==> src/rtl/freq_meter_pkg.sv <==
// Shared types and default sizes for the frequency meter.
package freq_meter_pkg;

    typedef enum logic [1:0] {
        IDLE = 2'd0,
        GATE = 2'd1,
        DONE = 2'd2
    } state_t;

    localparam int DEF_GATE_CYCLES = 50000000;
    localparam int DEF_CNT_W       = 32;

endpackage

==> src/rtl/freq_meter_sync_edge.sv <==
// Two-flop synchronizer followed by a registered rising-edge detector.
// The rise pulse appears three clk cycles after the d_in transition.
module sync_edge (
    input  logic clk,
    input  logic rst,
    input  logic d_in,
    output logic rise
);

    logic r_meta;
    logic r_sync;
    logic r_prev;
    logic r_rise;

    // Synchronize d_in, then flag the cycle where the synchronized level goes 0->1.
    always_ff @(posedge clk) begin
        if (rst) begin
            r_meta <= 1'b0;
            r_sync <= 1'b0;
            r_prev <= 1'b0;
            r_rise <= 1'b0;
        end else begin
            r_meta <= d_in;
            r_sync <= r_meta;
            r_prev <= r_sync;
            r_rise <= r_sync & ~r_prev;
        end
    end

    assign rise = r_rise;

endmodule

==> src/rtl/freq_meter.sv <==
// Gated edge counter: counts rising edges of sig_in over GATE_CYCLES clk cycles.
// Optional macro FREQ_METER_CONTINUOUS_EN: windows repeat back-to-back after
// the first start, with an edge in the DONE cycle credited to the next window.
//
// state | meaning
// IDLE  | waiting for start
// GATE  | counting edges for GATE_CYCLES cycles
// DONE  | one cycle, result registered, valid high
module freq_meter
    import freq_meter_pkg::*;
#(
    parameter int GATE_CYCLES = DEF_GATE_CYCLES,
    parameter int CNT_W       = DEF_CNT_W
) (
    input  logic             clk,
    input  logic             rst,
    input  logic             sig_in,
    input  logic             start,
    output logic             busy,
    output logic             valid,
    output logic [CNT_W-1:0] count,
    output logic             overflow
);

    localparam int               TMR_W    = $clog2(GATE_CYCLES + 1);
    localparam logic [TMR_W-1:0] TMR_LAST = TMR_W'(GATE_CYCLES - 1);
    localparam logic [CNT_W-1:0] ACC_MAX  = '1;

    state_t           r_state;
    state_t           w_state_next;
    logic [TMR_W-1:0] r_timer;
    logic [CNT_W-1:0] r_acc;
    logic [CNT_W-1:0] w_acc_next;
    logic [CNT_W-1:0] r_count;
    logic             r_acc_ovf;
    logic             w_acc_ovf_next;
    logic             r_ovf;
    logic             w_rise;
    logic             w_clear;
    logic             w_load;
    logic             w_keep_rise;

    sync_edge u_sync_edge (
        .clk  (clk),
        .rst  (rst),
        .d_in (sig_in),
        .rise (w_rise)
    );

    // State register.
    always_ff @(posedge clk) begin
        if (rst) begin
            r_state <= IDLE;
        end else begin
            r_state <= w_state_next;
        end
    end

    // Next-state decode plus window clear / result load strobes.
    always_comb begin
        w_state_next = r_state;
        w_clear      = 1'b0;
        w_load       = 1'b0;
        w_keep_rise  = 1'b0;
        case (r_state)
            IDLE: begin
                if (start) begin
                    w_state_next = GATE;
                    w_clear      = 1'b1;
                end
            end
            GATE: begin
                if (r_timer == TMR_LAST) begin
                    w_state_next = DONE;
                    w_load       = 1'b1;
                end
            end
            DONE: begin
`ifdef FREQ_METER_CONTINUOUS_EN
                w_state_next = GATE;
                w_clear      = 1'b1;
                w_keep_rise  = 1'b1;
`else
                w_state_next = IDLE;
`endif
            end
            default: w_state_next = IDLE;
        endcase
    end

    // Saturating increment; the final gate cycle's edge must reach the result too.
    always_comb begin
        w_acc_next     = r_acc;
        w_acc_ovf_next = r_acc_ovf;
        if (w_rise) begin
            if (r_acc == ACC_MAX) begin
                w_acc_ovf_next = 1'b1;
            end else begin
                w_acc_next = r_acc + CNT_W'(1);
            end
        end
    end

    // Gate timer, accumulator and result registers.
    always_ff @(posedge clk) begin
        if (rst) begin
            r_timer   <= '0;
            r_acc     <= '0;
            r_acc_ovf <= 1'b0;
            r_count   <= '0;
            r_ovf     <= 1'b0;
        end else begin
            if (w_clear) begin
                r_timer   <= '0;
                r_acc     <= CNT_W'(w_keep_rise & w_rise);
                r_acc_ovf <= 1'b0;
            end else if (r_state == GATE) begin
                r_timer   <= r_timer + TMR_W'(1);
                r_acc     <= w_acc_next;
                r_acc_ovf <= w_acc_ovf_next;
            end
            if (w_load) begin
                r_count <= w_acc_next;
                r_ovf   <= w_acc_ovf_next;
            end
        end
    end

    assign busy     = (r_state != IDLE);
    assign valid    = (r_state == DONE);
    assign count    = r_count;
    assign overflow = r_ovf;

endmodule

==> config.mk <==
export PLATFORM = sky130hd
export DESIGN_NAME = freq_meter
export DESIGN_NICKNAME = d
export VERILOG_FILES = /design/src/rtl/freq_meter_pkg.sv /design/src/rtl/freq_meter_sync_edge.sv /design/src/rtl/freq_meter.sv
export SDC_FILE = /design/constraint.sdc
export NUM_CORES = 1
export LEC_CHECK = 0
export BUFFER_PORTS_ARGS = -buffer_cell sky130_fd_sc_hd__buf_4
export CAP_MARGIN = 20
export CORE_MARGIN = 3
export CORE_UTILIZATION = 64
export CTS_BUF_LIST = sky130_fd_sc_hd__clkbuf_16
export DETAILED_ROUTE_END_ITERATION = 12
export GPL_ROUTABILITY_DRIVEN = 0
export HOLD_SLACK_MARGIN = 0.12
export PLACE_DENSITY = 0.8
export SYNTH_ARGS = -nofsm -noshare
export SYNTH_HDL_FRONTEND = slang
export SYNTH_SLANG_ARGS = --single-unit
==> constraint.sdc <==
create_clock -name clk -period 5.65 [get_ports clk]
set_clock_uncertainty 0.05 [all_clocks]
set_input_delay 1.13 -clock clk [delete_from_list [all_inputs] [get_ports clk]]
set_output_delay 1.13 -clock clk [all_outputs]
set_load 0.01 [all_outputs]
### Yosys cells after proc, flatten, opt, wreduce, memory -nomap -nowiden

Cells that the tools add are included.

| word-level totals | value |
|---|---|
| input bits | 4 |
| word-level logic and storage cells | 35 |
| register bits | 98 |
| output and inout bits | 35 |

| operators by class | value |
|---|---|
| bitwise gates (word level) | 2 |
| reductions and logical operators | 4 |
| mux-type cells | 11 |
| add/sub/neg operators | 2 |
| equal/unequal tests | 6 |

Operators by type and width:

| kind | count |
|---|---|
| $mux 32 | 2 |
| $add 32x1->32 const B | 1 |
| $eq 32x32->1 const B | 1 |
| $add 26x1->26 const B | 1 |
| $eq 26x26->1 const B | 1 |
| $mux 1 | 6 |
| $mux 2 | 2 |
| $ne 2x2->1 const B | 2 |
| $pmux 2 s2 | 1 |
| $eq 2x1->1 const B | 1 |
| $eq 2x2->1 const B | 1 |
| $logic_not 2->1 | 1 |
| $reduce_and 2->1 | 1 |
| $reduce_bool 2->1 | 1 |
| $reduce_or 2->1 | 1 |
| $and 1x1->1 | 1 |
| $not 1->1 | 1 |

### Depth between registers and ports, before layout

| depth | value |
|---|---|
| word-level depth | 3 |
| depth in mapped cells | 9 |
| gate-level depth less buffers | 7 |

### Modules after synthesis

A second synthesis with hierarchy kept.

| unflattened totals | value |
|---|---|
| cell total of the unflattened synthesis | 545 |
| area, all modules | 4614.4 um^2 |

Modules (own cells, without submodules):

| module | sequential area each (um^2) | instances | cells each | area each (um^2) |
|---|---|---|---|---|
| freq_meter | 1881.8 | 1 | 537 | 4503.1 |
| sync_edge | 80.1 | 1 | 8 | 111.4 |

### Worst setup path before layout

OpenSTA, ideal clock, no wires.

| path | value |
|---|---|
| kind | reg2reg |
| start point | register r_acc[0] |
| end point | register r_count[26], in the netlist count[26] |
| slack | 3.534 ns |
| clock period less this slack | 2.116 ns |
| stages on the path, launching flop included | 8 |
| data arrival time | 1.981 ns |
| buffers on the path | 0 |
| setup time | 0.086 ns |
| required time | 5.514 ns |
| cell sequence | dfxtp_1 > ha_1 > nand3_1 > or4_4 > a311oi_2 > nand2_1 > xor2_1 > a211oi_1 |

| between the ends | value |
|---|---|
| word-level cells in the longest chain between the ends | 3 |
| elaborated cells between the ends (all ways) | 4 |
| classes of those cells | add/sub: 1; eq/ne: 1; mux: 2 |

Ends and longest elaborated chain:

| what | RTL line | RTL |
|---|---|---|
| start: declaration | freq_meter.sv:32 | `logic [CNT_W-1:0] r_acc;` |
| start signal: assignment | freq_meter.sv:115 | `r_acc <= CNT_W'(w_keep_rise & w_rise);` |
| start signal: assignment | freq_meter.sv:119 | `r_acc <= w_acc_next;` |
| $add 32x1->32 or $eq 32x32->1 (tied branches) | freq_meter.sv:99, freq_meter.sv:96 |  |
| $mux 32 * | freq_meter.sv:96 | `if (r_acc == ACC_MAX) begin` |
| $mux 32 * | freq_meter.sv:95 | `if (w_rise) begin` |
| end signal: assignment | freq_meter.sv:123 | `r_count <= w_acc_next;` |
| end: declaration | freq_meter.sv:34 | `logic [CNT_W-1:0] r_count;` |

Mark *: on every way between the ends. The rest lies on a longest branch, timed or not.
A chain may end at the register's enable or synchronous reset.

### Final worst setup path

| path | value |
|---|---|
| start point | register r_acc[4] |
| end point | register r_count[29], in the netlist count[29] |

The elaborated chain is that of the path after synthesis.

==> metrics.txt <==
status completed; post-cts hold buffer count 0; VDD IR max slightly below 0.2 mV; Reg clk slew, reported paths 0.07 ns; Worst Tran Pin Value 1.10 ns; footprint of the multi-input gates between 2000 and 3000 um2; WL final approximately 10000 um; Setup CP Type flip-flop to flip-flop; Netlist Area Pre-Place around 4800 um2; RSZ-0062 raised after global routing false; drt initial violations between 200 and 250; first-pass GRT wire length roughly 18000 um; worst path bufs/invs 0; placed instance area 5010 um2; total CTS buffers 9; EDFF count, synth 0; Setup violations, final 0; grt total ovfl 0; Num Clock Sinks just under 100; initial antenna violation count 0; Relative slew margins a little over a quarter; P_leak roughly 1.8 nW; min cycle time layout between 2 and 3 ns; core area 7020 um2; hold_sp u_sync_edge.r_prev$_SDFF_PP0_; Pwr Total 0.00130 W; Final Instance Area between 5000 and 6000 um2; Most used DFF post-synth dfxtp_1; Critical R2R Launch r_acc[4]$_SDFFE_PP0N_; Vias/cell between 5 and 6; FF-to-FF setup slack about 2.9 ns; height of the die approximately 90 um; CP arrival just under 3 ns; GRT Util Overall between 20% and 30%; nets@finish between 500 and 600; vias in the first global route a little under 4000; # IOs 39; hold path endpoint u_sync_edge.rise$_SDFF_PP0_; Final ANT Viol Nets 0; Setup crit start r_acc[4]$_SDFFE_PP0N_; CTS resizes 0; Max clock buf depth 2; antenna diode count 0; cell family with most CP delay compound AO/OA/AOI/OAI gates; Synth Register Bits 98; post-synthesis async set-or-reset flop share 0%; Synth Net Count 570; Hold Vio Cnt, Final 0; Max FO, Critical Path 15; worst-path cell chain and4_1 > nand4_1 > a211oi_2 > nand2_1 > xor2_1 > a211oi_1; Die X between 90 and 100 um; setup bufs post-CTS 0; Root Driver clkbuf_16; latest clock arrival within the worst-skew pair roughly 0.34 ns; Ys Warns 0; Slew Limit Fails 0; share of cells above drive strength 1 between 10% and 20%; die area around 8500 um2; Power Density ~250 nW/um2; Area growth syn-to-layout 10.9%; # fillers ~550; Avg Inst Size Synth around 8.5 um2; DRC 0; Final period util about half; fmax 363 MHz; Synth Instances between 500 and 600; Startpoint Class flip-flop; Post-DP HPWL approximately 7000 um; largest net degree at the start of global routing 60; max-cap viol count 0; Sequential Area around 2000 um2; max incr delay on CP ~0.96 ns; CTS tree built; Hold Path Stages 1; Starting Density 67.9%; WL per Instance 15.4 um; register area share after synthesis about two fifths; total number of vias 4029; Synth cell types 47; Hold Path Class flip-flop to flip-flop; critical path endpoint category flip-flop; CP required 5.85 ns; First-pass DRT Iterations 5; R2R cell count 6; Worst path slowest cell a211oi_2; I/O Buffers 38; TNS Setup 0 ns; row count 30; H-tree lvl count 3; FF-to-FF End count[29]$_SDFFE_PP0P_
==> state kept, by name, indices dropped and copies added, names as in the netlist <==
name	cells
count	32
r_acc_ovf	1
u_sync_edge.r_meta	1
u_sync_edge.r_prev	1
r_state	2
u_sync_edge.r_sync	1
r_timer	26
u_sync_edge.rise	1
overflow	1
r_acc	32
==> routing by layer <==
| metal | vias to the layer above | wire length [um] | global-route usage [%] |
|---|---|---|---|
| met5 | - | 0 | 0 |
| met4 | 0 | 295 | 13.0 |
| met3 | 29 | 607 | 5.20 |
| met2 | 142 | 5080 | 42.3 |
| met1 | 1893 | 4460 | 32.0 |
| li1 | 1965 | - | - |
==> synthesized netlist by cell type (2+ instances only) <==
library cell	instances	area share [%]
nor3_2	2	0.42
nand3_1	39	4.1
nor2_1	107	8.4
nand4_1	25	3.3
and2_1	6	0.79
nand3b_1	2	0.31
or4_1	3	0.47
nand2_1	40	3.1
nor3_1	9	0.94
buf_4	5	0.79
nor2b_1	7	0.92
a211oi_1	28	4.4
o21ai_0	4	0.42
and4_1	11	2.0
mux2i_1	4	0.84
and3_1	8	1.0
ha_1	2	0.52
nand4_2	2	0.52
a21oi_1	7	0.73
buf_2	16	1.7
xor2_1	56	10
a21o_1	2	0.31
inv_1	7	0.55
nor4_1	6	0.79
clkbuf_1	19	1.5
a211oi_2	2	0.52
o21ai_1	2	0.21
dfxtp_1	98	41
xnor2_1	23	4.2
or3_1	5	0.66
==> kinds of logic (layout without fill, tap and decap cells) <==
logic type / count (synthesis) / in the layout / synth area share [%]
adders and majority gates: 2 / 2 / 0.525
xor gates and xnor gates: 79 / 79 / 14.5
AOI/OAI and AO/OA: 52 / 52 / 8.34
and+or+nand+nor: 281 / 281 / 29.9
DFF: 98 / 98 / 41.1
buffers and inverters: 48 / 65 / 4.75
muxes: 4 / 4 / 0.840
==> worst reg2reg max path, cell delays in order, from the launching register on <==
cell and delay (ns):
dfxtp_1 0.49, and4_1 0.29, nand4_1 0.21, a211oi_2 0.96, nand2_1 0.21, xor2_1 0.22, a211oi_1 0.24
==> through the flow <==
stage	cells	util [%]	hold slack, ns	worst slack, ns
after detailed placement	661	71.4	0.328	3.00
final	677	75.4	0.335	2.89
after CTS	677	75.4	0.338	2.94
after floorplan	564	-	0.317	3.53
after global placement	661	71.4	0.327	3.05
after global routing	677	75.4	0.347	2.69
==> cell type report <==
class	count	area share (%)
Multi-Input combinational cell	418	48.9
Sequential cell	98	37.1
Timing Repair Buffer	42	5.96
Clock buffer	9	4.26
Tap cell	96	2.27
Clock inverter	7	1.04
Inverter	7	0.497
==> layout by cell type (no fill, tap or decap), types with 6 or more instances in the layout <==
cell type and instances:
nor2b_1 7, and3_1 8, a21oi_1 7, nor3_1 9
nand3_1 39, dfxtp_1 98, nand4_1 25, a211oi_1 28
buf_4 42, and2_1 6, xnor2_1 23, nand2_1 40
and4_1 11, nor4_1 6, inv_1 7, clkbuf_16 9
xor2_1 56, nor2_1 107
==> worst max-delay path by stage <==
stage | endpoint | slack [ns] | cells after the start
final | count[29]$_SDFFE_PP0P_ | 2.89 | 6
after global routing | count[29]$_SDFFE_PP0P_ | 2.69 | 6
after CTS | count[29]$_SDFFE_PP0P_ | 2.94 | 7
after detailed placement | count[23]$_SDFFE_PP0P_ | 3.00 | 7
after global placement | count[21]$_SDFFE_PP0P_ | 3.05 | 7
after floorplan | count[26]$_SDFFE_PP0P_ | 3.53 | 7
==> power by group <==
part	total [W]	switching [W]	internal (W)
clock network	0.000574	0.000272	0.000301
logic	0.0000323	0.0000249	0.00000733
registers	0.000695	0.00000212	0.000693
total	0.00130	0.000300	0.00100
(Power assumes the default switching activity.)
